`src/rtl/bsg_idiv_iterative_fast.sv`:
```
// ---------------------------------------------------------------------------
// bsg_idiv_iterative_fast
//
// Iterative restoring integer divider, signed or unsigned, retiring
// bits_per_iter_p (1, 2 or 4) quotient bits per cycle. With early_out_p set,
// iterations start at the most significant set bit of |dividend|, so small
// dividends finish early. Divide-by-zero and zero-dividend requests skip the
// iteration phase entirely.
//
// Request side uses valid/ready-and, response side uses valid/yumi. Only one
// request is in flight at a time; the block is idle again the cycle after
// the result is taken.
//
// Parameters:
//   width_p          operand width (>= 4, divisible by bits_per_iter_p)
//   bits_per_iter_p  quotient bits per iteration: 1, 2 or 4
//   early_out_p      1: skip leading-zero iterations of |dividend|
//
// Ports:
//   clk_i          clock
//   reset_i        synchronous active-high reset
//   v_i            request valid
//   ready_and_o    idle, able to accept a request
//   dividend_i     dividend
//   divisor_i      divisor
//   signed_div_i   1: two's-complement signed, 0: unsigned
//   v_o            result valid
//   quotient_o     quotient (registered, stable while v_o is high)
//   remainder_o    remainder (registered, stable while v_o is high)
//   yumi_i         consumer takes the result (only while v_o is high)
//
// Optional feature (macro BSG_IDIV_ITERATIVE_FAST_RESULT_CACHE_EN):
//   When defined, the last completed {dividend, divisor, signed} triple and
//   its results are kept. A request matching the valid entry goes straight
//   from idle to done, so v_o rises in the cycle after acceptance. This
//   serves quotient/remainder instruction pairs on the same operands.
//   When undefined there is no cache storage and every request takes the
//   full path.
// ---------------------------------------------------------------------------
module bsg_idiv_iterative_fast #(
  parameter int width_p         = 32,
  parameter int bits_per_iter_p = 1,
  parameter int early_out_p     = 1
) (
  input  logic               clk_i,
  input  logic               reset_i,
  input  logic               v_i,
  output logic               ready_and_o,
  input  logic [width_p-1:0] dividend_i,
  input  logic [width_p-1:0] divisor_i,
  input  logic               signed_div_i,
  output logic               v_o,
  output logic [width_p-1:0] quotient_o,
  output logic [width_p-1:0] remainder_o,
  input  logic               yumi_i
);

  // Counter width large enough to hold the value width_p itself.
  localparam int CW    = $clog2(width_p + 1);
  localparam int LOG_B = $clog2(bits_per_iter_p);

  localparam logic [CW-1:0] WIDTH_C      = CW'(width_p);
  localparam logic [CW-1:0] FULL_ITERS_C = CW'(width_p / bits_per_iter_p);
  localparam logic [CW:0]   ROUND_C      = (CW+1)'(bits_per_iter_p - 1);

  typedef enum logic [2:0] {
    eIDLE,
    eCALC,
    eDIV,
    eFIX,
    eDONE
  } state_e;

  state_e r_state;
  state_e w_state_next;

  // Latched request
  logic [width_p-1:0] r_dividend;
  logic [width_p-1:0] r_divisor;
  logic               r_signed;

  // Iteration datapath
  logic [width_p-1:0] r_divisor_abs;
  logic [width_p-1:0] r_rem;
  logic [width_p-1:0] r_quo;
  logic [CW-1:0]      r_iter;
  logic               r_neg_q;
  logic               r_neg_r;
  logic               r_div_zero;

  // Registered results
  logic [width_p-1:0] r_quotient;
  logic [width_p-1:0] r_remainder;

  logic               w_accept;
  logic               w_cache_hit;
  logic [width_p-1:0] w_cache_quotient;
  logic [width_p-1:0] w_cache_remainder;

  logic               w_dividend_neg;
  logic               w_divisor_neg;
  logic [width_p-1:0] w_dividend_abs;
  logic [width_p-1:0] w_divisor_abs;
  logic [CW-1:0]      w_msb_count;
  logic [CW:0]        w_m_round;
  logic [CW-1:0]      w_iters;
  logic [CW-1:0]      w_shift;
  logic [width_p-1:0] w_dividend_shifted;

  logic [width_p:0]   w_trial;
  logic [width_p-1:0] w_rem_next;
  logic [width_p-1:0] w_quo_next;

  logic [width_p-1:0] w_quotient_fix;
  logic [width_p-1:0] w_remainder_fix;

  // Reset also masks ready so no request can slip in while reset is held.
  assign ready_and_o = (r_state == eIDLE) & ~reset_i;
  assign w_accept    = v_i & ready_and_o;
  assign v_o         = (r_state == eDONE);
  assign quotient_o  = r_quotient;
  assign remainder_o = r_remainder;

`ifdef BSG_IDIV_ITERATIVE_FAST_RESULT_CACHE_EN
  logic               r_cache_v;
  logic [width_p-1:0] r_cache_dividend;
  logic [width_p-1:0] r_cache_divisor;
  logic               r_cache_signed;
  logic [width_p-1:0] r_cache_quotient;
  logic [width_p-1:0] r_cache_remainder;

  // Single-entry result cache. Written only when a computation reaches the
  // fix-up stage, so a reset-aborted divide never pollutes the entry.
  always_ff @(posedge clk_i) begin
    if (reset_i) begin
      r_cache_v         <= 1'b0;
      r_cache_dividend  <= '0;
      r_cache_divisor   <= '0;
      r_cache_signed    <= 1'b0;
      r_cache_quotient  <= '0;
      r_cache_remainder <= '0;
    end else if (r_state == eFIX) begin
      r_cache_v         <= 1'b1;
      r_cache_dividend  <= r_dividend;
      r_cache_divisor   <= r_divisor;
      r_cache_signed    <= r_signed;
      r_cache_quotient  <= w_quotient_fix;
      r_cache_remainder <= w_remainder_fix;
    end
  end

  assign w_cache_hit       = r_cache_v
                           & (dividend_i   == r_cache_dividend)
                           & (divisor_i    == r_cache_divisor)
                           & (signed_div_i == r_cache_signed);
  assign w_cache_quotient  = r_cache_quotient;
  assign w_cache_remainder = r_cache_remainder;
`else
  assign w_cache_hit       = 1'b0;
  assign w_cache_quotient  = '0;
  assign w_cache_remainder = '0;
`endif

  // Operand magnitudes. Signed MIN stays 0x80..0 which is its correct
  // unsigned magnitude, so MIN / -1 needs no special case.
  assign w_dividend_neg = r_signed & r_dividend[width_p-1];
  assign w_divisor_neg  = r_signed & r_divisor[width_p-1];
  assign w_dividend_abs = w_dividend_neg ? -r_dividend : r_dividend;
  assign w_divisor_abs  = w_divisor_neg  ? -r_divisor  : r_divisor;

  // Number of significant bits of |dividend| (width_p - leading zeros).
  always_comb begin
    w_msb_count = '0;
    for (int i = 0; i < width_p; i++) begin
      if (w_dividend_abs[i]) begin
        w_msb_count = CW'(i + 1);
      end
    end
  end

  // Iteration count and pre-shift. The dividend is shifted up so that the
  // N*bits_per_iter_p bits actually iterated sit at the top of the quotient
  // shift register; the skipped high bits become quotient zeros.
  always_comb begin
    w_m_round = {1'b0, w_msb_count} + ROUND_C;
    if ((r_divisor == '0) || (r_dividend == '0)) begin
      w_iters = '0;
    end else if (early_out_p != 0) begin
      w_iters = CW'(w_m_round >> LOG_B);
    end else begin
      w_iters = FULL_ITERS_C;
    end
    w_shift            = WIDTH_C - CW'(w_iters << LOG_B);
    w_dividend_shifted = w_dividend_abs << w_shift;
  end

  // One iteration: bits_per_iter_p chained restoring steps. The trial value
  // is one bit wider than the operands so the shifted remainder never
  // overflows before the compare.
  always_comb begin
    w_rem_next = r_rem;
    w_quo_next = r_quo;
    w_trial    = '0;
    for (int i = 0; i < bits_per_iter_p; i++) begin
      w_trial    = {w_rem_next, w_quo_next[width_p-1]};
      w_quo_next = {w_quo_next[width_p-2:0], 1'b0};
      if (w_trial >= {1'b0, r_divisor_abs}) begin
        w_trial       = w_trial - {1'b0, r_divisor_abs};
        w_quo_next[0] = 1'b1;
      end
      w_rem_next = w_trial[width_p-1:0];
    end
  end

  // Sign fix-up. Divide-by-zero returns all ones and the dividend as given.
  always_comb begin
    if (r_div_zero) begin
      w_quotient_fix  = '1;
      w_remainder_fix = r_dividend;
    end else begin
      w_quotient_fix  = r_neg_q ? -r_quo : r_quo;
      w_remainder_fix = r_neg_r ? -r_rem : r_rem;
    end
  end

  // State register.
  always_ff @(posedge clk_i) begin
    if (reset_i) begin
      r_state <= eIDLE;
    end else begin
      r_state <= w_state_next;
    end
  end

  // Next-state logic. A zero iteration count jumps straight to fix-up.
  always_comb begin
    w_state_next = r_state;
    case (r_state)
      eIDLE: begin
        if (w_accept) begin
          w_state_next = w_cache_hit ? eDONE : eCALC;
        end
      end
      eCALC: begin
        w_state_next = (w_iters == '0) ? eFIX : eDIV;
      end
      eDIV: begin
        if (r_iter == CW'(1)) begin
          w_state_next = eFIX;
        end
      end
      eFIX: begin
        w_state_next = eDONE;
      end
      eDONE: begin
        if (yumi_i) begin
          w_state_next = eIDLE;
        end
      end
      default: begin
        w_state_next = eIDLE;
      end
    endcase
  end

  // Datapath registers, advanced according to the current state. Results
  // are only written in fix-up (or from the cache on a hit), so they stay
  // stable for the whole time v_o is high.
  always_ff @(posedge clk_i) begin
    if (reset_i) begin
      r_dividend    <= '0;
      r_divisor     <= '0;
      r_signed      <= 1'b0;
      r_divisor_abs <= '0;
      r_rem         <= '0;
      r_quo         <= '0;
      r_iter        <= '0;
      r_neg_q       <= 1'b0;
      r_neg_r       <= 1'b0;
      r_div_zero    <= 1'b0;
      r_quotient    <= '0;
      r_remainder   <= '0;
    end else begin
      case (r_state)
        eIDLE: begin
          if (w_accept) begin
            r_dividend <= dividend_i;
            r_divisor  <= divisor_i;
            r_signed   <= signed_div_i;
            if (w_cache_hit) begin
              r_quotient  <= w_cache_quotient;
              r_remainder <= w_cache_remainder;
            end
          end
        end
        eCALC: begin
          r_divisor_abs <= w_divisor_abs;
          r_rem         <= '0;
          r_quo         <= w_dividend_shifted;
          r_iter        <= w_iters;
          r_neg_q       <= w_dividend_neg ^ w_divisor_neg;
          r_neg_r       <= w_dividend_neg;
          r_div_zero    <= (r_divisor == '0);
        end
        eDIV: begin
          r_rem  <= w_rem_next;
          r_quo  <= w_quo_next;
          r_iter <= r_iter - CW'(1);
        end
        eFIX: begin
          r_quotient  <= w_quotient_fix;
          r_remainder <= w_remainder_fix;
        end
        default: begin
        end
      endcase
    end
  end

endmodule

```
`config.mk`:
```
export PLATFORM = sky130hd
export DESIGN_NAME = bsg_idiv_iterative_fast
export DESIGN_NICKNAME = d
export VERILOG_FILES = /design/src/rtl/bsg_idiv_iterative_fast.sv
export SDC_FILE = /design/constraint.sdc
export NUM_CORES = 1
export LEC_CHECK = 0
export BUFFER_PORTS_ARGS = -buffer_cell sky130_fd_sc_hd__buf_2
export CAP_MARGIN = 10
export CORE_MARGIN = 2
export CORE_UTILIZATION = 35
export DETAILED_ROUTE_END_ITERATION = 8
export PLACE_DENSITY = 0.54
export SYNTH_ARGS = -nofsm -noshare
export SYNTH_HDL_FRONTEND = slang
export SYNTH_SLANG_ARGS = --single-unit
```
`constraint.sdc`:
```
create_clock -name clk_i -period 14.2 [get_ports clk_i]
set_clock_uncertainty 0.1 [all_clocks]
set_input_delay 1.42 -clock clk_i [delete_from_list [all_inputs] [get_ports clk_i]]
set_output_delay 1.42 -clock clk_i [all_outputs]
set_load 0.02 [all_outputs]
```
==> results of run 1 <==
==> through the flow <==
stage	hold WS, ns	power [mW]	setup slack (ns)	util, %
floorplan	0.332	1.98	8.91	-
CTS	0.352	3.12	7.46	39.6
global route	0.375	3.32	6.86	39.6
global placement	0.342	2.36	7.66	37.5
finish	0.349	3.12	7.32	39.6
detailed placement	0.344	2.36	7.51	37.5
==> sequential cells by signal (all words and copies together), names as in the netlist, 6 cells and up <==
register and count:
r_iter 6, r_dividend 32, quotient_o 32, r_quo 32
r_divisor_abs 32, remainder_o 32, r_rem 32, r_divisor 32
==> synthesized netlist by cell type (24+ instances only) <==
master / number
a21oi_1: 131
nand2_1: 325
clkbuf_1: 128
ha_1: 39
o31ai_1: 41
a211oi_1: 39
or3_1: 27
dfxtp_1: 237
o21ai_0: 125
mux2i_1: 59
xnor2_1: 78
o22ai_1: 35
nor3_1: 53
nand3b_1: 58
xor2_1: 70
nand3_1: 24
nor2_1: 168
inv_1: 62
==> worst max-delay path by stage <==
stage                       start         to  slack, ns  depth (start not counted)
floorplan           r_dividend[0]  r_quo[14]       8.91                         20
global placement    r_dividend[5]  r_quo[11]       7.66                         17
detailed placement  r_dividend[5]  r_quo[11]       7.51                         17
CTS                 r_dividend[5]  r_quo[11]       7.46                         17
global route        r_dividend[5]  r_quo[11]       6.86                         17
finish              r_dividend[5]  r_quo[11]       7.32                         17
==> cell type report <==
class	instances	area, µm²	share of cell area [%]
Multi-Input combinational cell	1636	10400	58.1
Sequential cell	237	4750	26.4
Clock buffer	43	840	4.67
Timing Repair Buffer	154	827	4.60
Tap cell	600	751	4.18
Inverter	64	240	1.34
Clock inverter	10	124	0.689
==> report_power, final <==
part	switching [mW]	internal (mW)	total (mW)
Sequential	0.103	0.726	0.829
Clock	0.303	0.446	0.749
Combinational	0.945	0.597	1.54
Total	1.35	1.77	3.12
==> kinds of logic (layout without fill, tap and decap cells) <==
| family | count (synthesis) | after routing |
|---|---|---|
| multiplexers | 83 | 83 |
| AND/OR/NAND/NOR | 800 | 800 |
| AO/OA/AOI/OAI | 563 | 563 |
| adder cells (fa/ha/maj) | 40 | 40 |
| flip-flops | 237 | 237 |
| buffers and inverters | 222 | 271 |
| XOR/XNOR | 150 | 150 |
==> worst reg2reg max path, cell delays in order, from the launching register on <==
cell and delay, ns:
dfxtp_1 0.42, nor3_2 0.78, nand4_1 0.61, o21ai_0 0.39
xor2_1 0.35, o211ai_1 0.19, nor4b_1 0.55, nor3_4 0.15
nor2_8 0.40, inv_2 0.29, ha_1 0.37, buf_4 0.24
inv_2 0.50, mux4_2 0.66, or2_2 0.31, mux2i_1 0.21
a222oi_1 0.14, nor2_1 0.13
==> routing by layer <==
metal / share of wire [%] / vias to the layer above
met4: 3.8 / 0
met5: 0 / -
met2: 43 / 488
met3: 5.6 / 85
met1: 48 / 7320
li1: - / 7616
==> out/qor.yml, run 1 <==
areaGrowthSynthToFinish_pct: 11.8
status: "completed"
post-dp-hpwl_um: 41600
path_delay_family: "simple AND/OR/NAND/NOR gates"
yosysWarnings: 0
cpPeakStageDelay_ns: 0.78
drtIter0Drc: 1354
cts_buffers: 30
synth_xor_xnor_area_share_pct: 8.27
mostFrequentLayoutCells: "nand2_1, dfxtp_1, nor2_1"
layout.cells.non_filler: 2744
cts.path.max_buffers: 3
io_buffers: 134
drtAntennaViolNets: 0
met3_usage_pct: 3.23
timing.final.crit_share_pct: 48.5
cp_cell_sequence: "nor3_2 -> nand4_1 -> o21ai_0 -> xor2_1 -> o211ai_1 -> nor4b_1 -> nor3_4 -> nor2_8 -> inv_2 -> ha_1 -> buf_4 -> inv_2 -> mux4_2 -> or2_2 -> mux2i_1 -> a222oi_1 -> nor2_1"
ys.flop_type: "dfxtp_1"
critical_path.most_common_cell: "inv_2"
whs_path_depth: 2
synth_top_family_by_area: "simple AND/OR/NAND/NOR gates"
synth_top_cell_area_share_pct: 29.5
slowest_stage: "nor3_2"
hold_viol: 0
async_flop_share_pct: 0
worst_pin_slew_ns: 1.22
synth_compound_area_share_pct: 22.9
syn_area_per_cell_um2: 7.67
antenna_found_initial: 0
maxClockFrequency_ghz: 0.145
gr-total-overflow: 0
wl_per_cell_um: 20.1
ys_ff_latch: 237
post-cts-setup-buffers: 0
crit_path_end_kind: "register"
cts.repair.resized: 0
rr_worst_depth: 17
worst-endpoint-arrival_ns: 7.28
startpoint_type: "register"
synthAdderAreaFrac_pct: 3.16
synthDistinctLibCells: 89
n_antenna_cell: 0
synth_area_um2: 16100
track_usage_pct: 22.9
clock_latency_ns: 0.58
start_util_pct: 35.4
vias_per_cell: 5.65
met2_usage_pct: 34.8
clkSinkCount: 237
seq_area_frac_synth_pct: 29.5
first_pass_iters: 5
worstPathRequired_ns: 14.60
coreArea_um2: 45400
setup_viol: 0
layout-drive-gt1-share_pct: 12.2
synthSimpleGateAreaFrac_pct: 24.4
powerDensity_nw_per_um2: 174
grt_pass1_vias: 14661
r2r_start: "r_dividend[5]"
drv_slew: 0
via_count: 15509
place_inst: 2691
postSynthCellCount: 2095
rsz0062_at_grt: "false"
ir_drop_mv: 0.118
synth.area.mux_share_pct: 6.20
grt_max_degree: 122
place_area_um2: 17000
layout_commonest_cell: "nand2_1"
ctsRootBufferMaster: "clkbuf_16"
cts_hold_buf: 0
cts_tree: "built"
gp_congestion: 0.930
ys_top_cells_by_area: "dfxtp_1, nand2_1, xnor2_1"
slew-limit-headroom_pct: 18.7
tns_ns: 0
grt_pass1_wl_um: 86300
fin_area_um2: 18000
p_leak_nw: 7.03
r2r_slack_ns: 7.32
htree_levels: 1
use_met1_pct: 32.7
worstSetupPathType: "reg2reg"
drv_cap: 0
min_to: "remainder_o[11]"
reg2reg_to: "r_quo[11]"
synth-edff-count: 0
cp.buffers_inverters: 3
die_w_um: 218
fp.dieH_um: 218
period_minus_slack_ns: 6.88
path_clk_slew_ns: 0.06
min-delay-start: "remainder_o[11]"
fill_cells: 4765
routed_wl_um: 55100
io-pin-count: 135
synth_area_leader_cell: "dfxtp_1"
die_area_um2: 47600
cp_max_fo: 29
hold_class: "reg2reg"
drc_errors: 0
final_nets: 2232
rows: 78
top_usage_layer: "met2"
synth_fp_nets: 2204
No activity file was read; power rests on OpenSTA's default activity.
==> inputs of run 2 (changes only) <==
--- a/config.mk
+++ b/config.mk
@@ -5,12 +5,13 @@
 export SDC_FILE = /design/constraint.sdc
 export NUM_CORES = 1
 export LEC_CHECK = 0
+export ABC_AREA = 1
 export BUFFER_PORTS_ARGS = -buffer_cell sky130_fd_sc_hd__buf_2
 export CAP_MARGIN = 10
 export CORE_MARGIN = 2
 export CORE_UTILIZATION = 35
 export DETAILED_ROUTE_END_ITERATION = 8
-export PLACE_DENSITY = 0.54
+export PLACE_DENSITY = 0.56
 export SYNTH_ARGS = -nofsm -noshare
 export SYNTH_HDL_FRONTEND = slang
 export SYNTH_SLANG_ARGS = --single-unit
==> constraint.sdc (replaced) <==
create_clock -name clk_i -period 6.3 [get_ports clk_i]
set_clock_uncertainty 0.1 [all_clocks]
set_input_delay 0.63 -clock clk_i [delete_from_list [all_inputs] [get_ports clk_i]]
set_output_delay 0.63 -clock clk_i [all_outputs]
set_load 0.02 [all_outputs]
==> run 2 against run 1 <==
Compared with the run above:
- wire length decreased by 3.3%
- highest routed layer unchanged
- critical path depth increased by 19
- register-to-register slack got worse by 6.2 ns
==> out/qor.yml, run 2 <==
status: "completed"
drtAntennaViolNets: 0
post-dp-hpwl_um: 40000
synth_most_common_cell: "nand2_1"
layout_commonest_cell: "nand2_1"
gp_congestion: 0.930
synth_fp_nets: 2493
cts.repair.resized: 0
synth_area_um2: 15700
r2r_start: "r_signed"
postSynthCellCount: 2384
maxClockFrequency_ghz: 0.193
vias_per_cell: 5.31
timing.final.crit_share_pct: 82.2
cp-endpoint: "r_quo[29]"
gr-total-overflow: 0
synth_area_leader_cell: "dfxtp_1"
antenna_found_initial: 0
fp.dieH_um: 216
synth_commonest_cells: "nand2_1, nand3_1, inv_1, dfxtp_1, a21oi_1"
drc_errors: 0
hold_class: "in2reg"
setup_viol: 0
htree_levels: 1
drv_cap: 0
syn_area_per_cell_um2: 6.58
start_util_pct: 35.5
cts_tree: "built"
routed_wl_um: 53200
mostFrequentLayoutCells: "nand2_1, nand3_1, inv_1"
critical_path.most_common_cell: "nand2_1"
cpPeakStageDelay_ns: 0.55
seq_area_frac_synth_pct: 30.3
grt_pass1_vias: 15199
worst_pin_slew_ns: 1.22
r2r_slack_ns: 1.12
worstPathRequired_ns: 6.66
cp_max_fo: 34
synth_top_cell_area_share_pct: 30.3
rsz0062_at_grt: "false"
rows: 77
place_ws_ns: 1.20
drtIter0Drc: 1355
ys.flop_type: "dfxtp_1"
synth-edff-count: 0
clock_latency_ns: 0.58
cts_buffers: 30
grt_max_degree: 134
cp-startpoint: "r_signed"
rr_worst_depth: 36
startpoint_type: "register"
slowest_stage: "dfxtp_1"
wl_per_cell_um: 17.5
async_flop_share_pct: 0
layout-drive-gt1-share_pct: 10.6
first_pass_iters: 6
grt_pass1_wl_um: 84300
post-cts-setup-buffers: 0
synthDistinctLibCells: 59
worstSetupPathType: "reg2reg"
coreArea_um2: 44200
io-pin-count: 135
path_clk_slew_ns: 0.06
timing.final.ws_setup_ns: 1.12
slew-limit-headroom_pct: 18.6
period_minus_slack_ns: 5.18
worst-endpoint-arrival_ns: 5.54
whs_path_depth: 3
track_usage_pct: 22.4
die_area_um2: 46500
ys_top_cells_by_area: "dfxtp_1, nand2_1, nand3_1"
yosysWarnings: 0
via_count: 16209
drv_slew: 0
io_buffers: 134
final_nets: 2544
clkSinkCount: 237
hold_viol: 0
tns_ns: 0
areaGrowthSynthToFinish_pct: 13.5
ctsRootBufferMaster: "clkbuf_16"
die_w_um: 216
cts.path.max_buffers: 3
crit_path_end_kind: "register"
n_antenna_cell: 0
cts_hold_buf: 0
reg2reg_to: "r_quo[29]"
ys_ff_latch: 237
## run 2: changes by cell type in the layout (fill, tap and decap cells not counted), moves of 23 or more
cell,before,now
xnor2_1,78,21
or3_1,27,1
mux2i_1,59,0
o21ai_0,125,160
nand2_1,325,507
a21o_1,23,0
nand3_1,24,272
inv_1,62,264
nor2_1,167,124
a21oi_1,131,223
a211oi_1,39,2
xor2_1,70,98
nand3b_1,58,2
## run 2: how the worst min path moves through the flow
stage | start | endpoint | slack [ns]
6_report | dividend_i[25] | r_dividend[25] | 0.14
5_1_grt | divisor_i[16] | r_divisor[16] | 0.15
4_1_cts | dividend_i[25] | r_dividend[25] | 0.12
3_5_place_dp | remainder_o[6] | remainder_o[6] | 0.36
3_3_place_gp | remainder_o[13] | remainder_o[13] | 0.36
2_1_floorplan | r_divisor_abs[31] | r_divisor_abs[31] | 0.34
## run 2: layer usage
metal | routed length [µm] | vias to the layer above | GRT usage [%]
li1 | - | 8116 | -
met1 | 26000 | 7455 | 32.7
met2 | 21800 | 538 | 33.3
met3 | 3310 | 100 | 3.04
met4 | 2130 | 0 | 8.60
met5 | 0 | - | 0
## run 2: kinds of logic (layout without fill, tap and decap cells)
| family | count (synthesis) | in the layout | share of synthesized area [%] |
|---|---|---|---|
| compound gates | 557 | 557 | 20.5 |
| flops | 237 | 237 | 30.3 |
| buf+inv | 418 | 493 | 10.6 |
| xor+xnor | 121 | 121 | 6.93 |
| fa+ha+maj | 40 | 40 | 3.24 |
| simple gates | 1011 | 1011 | 28.5 |
## run 2: layout make-up
class | count | area, µm²
clock inverter | 19 | 273
timing repair buffer | 153 | 828
inverter | 284 | 1070
tap | 592 | 741
clock buffer | 37 | 848
fill | 4723 | 26400
sequential | 237 | 4740
multi-input combinational | 1729 | 9290
## run 2: through the flow
step                      utilization, %  instances  instance area (µm²)  hold slack [ns]
final                               40.2       3051                17800            0.145
after global routing                40.2       3051                17800            0.147
after CTS                           40.2       3051                17800            0.122
after detailed placement            37.7       2995                16700            0.356
after global placement              37.7       2995                16700            0.356
after floorplan                        -       2384                15700            0.343
## run 2: worst max-delay path: cells and delay by family (launching register included)
| family | cells | cell delay [ns] |
|---|---|---|
| simple gates | 28 | 2.26 |
| buf+inv | 4 | 1.32 |
| flops | 1 | 0.55 |
| xor+xnor | 2 | 0.44 |
| fa+ha+maj | 1 | 0.27 |
| compound gates | 1 | 0.08 |
Power of run 2 is not shown: default switching activity piles up to over one toggle a cycle in this logic, so the estimate is an artifact.
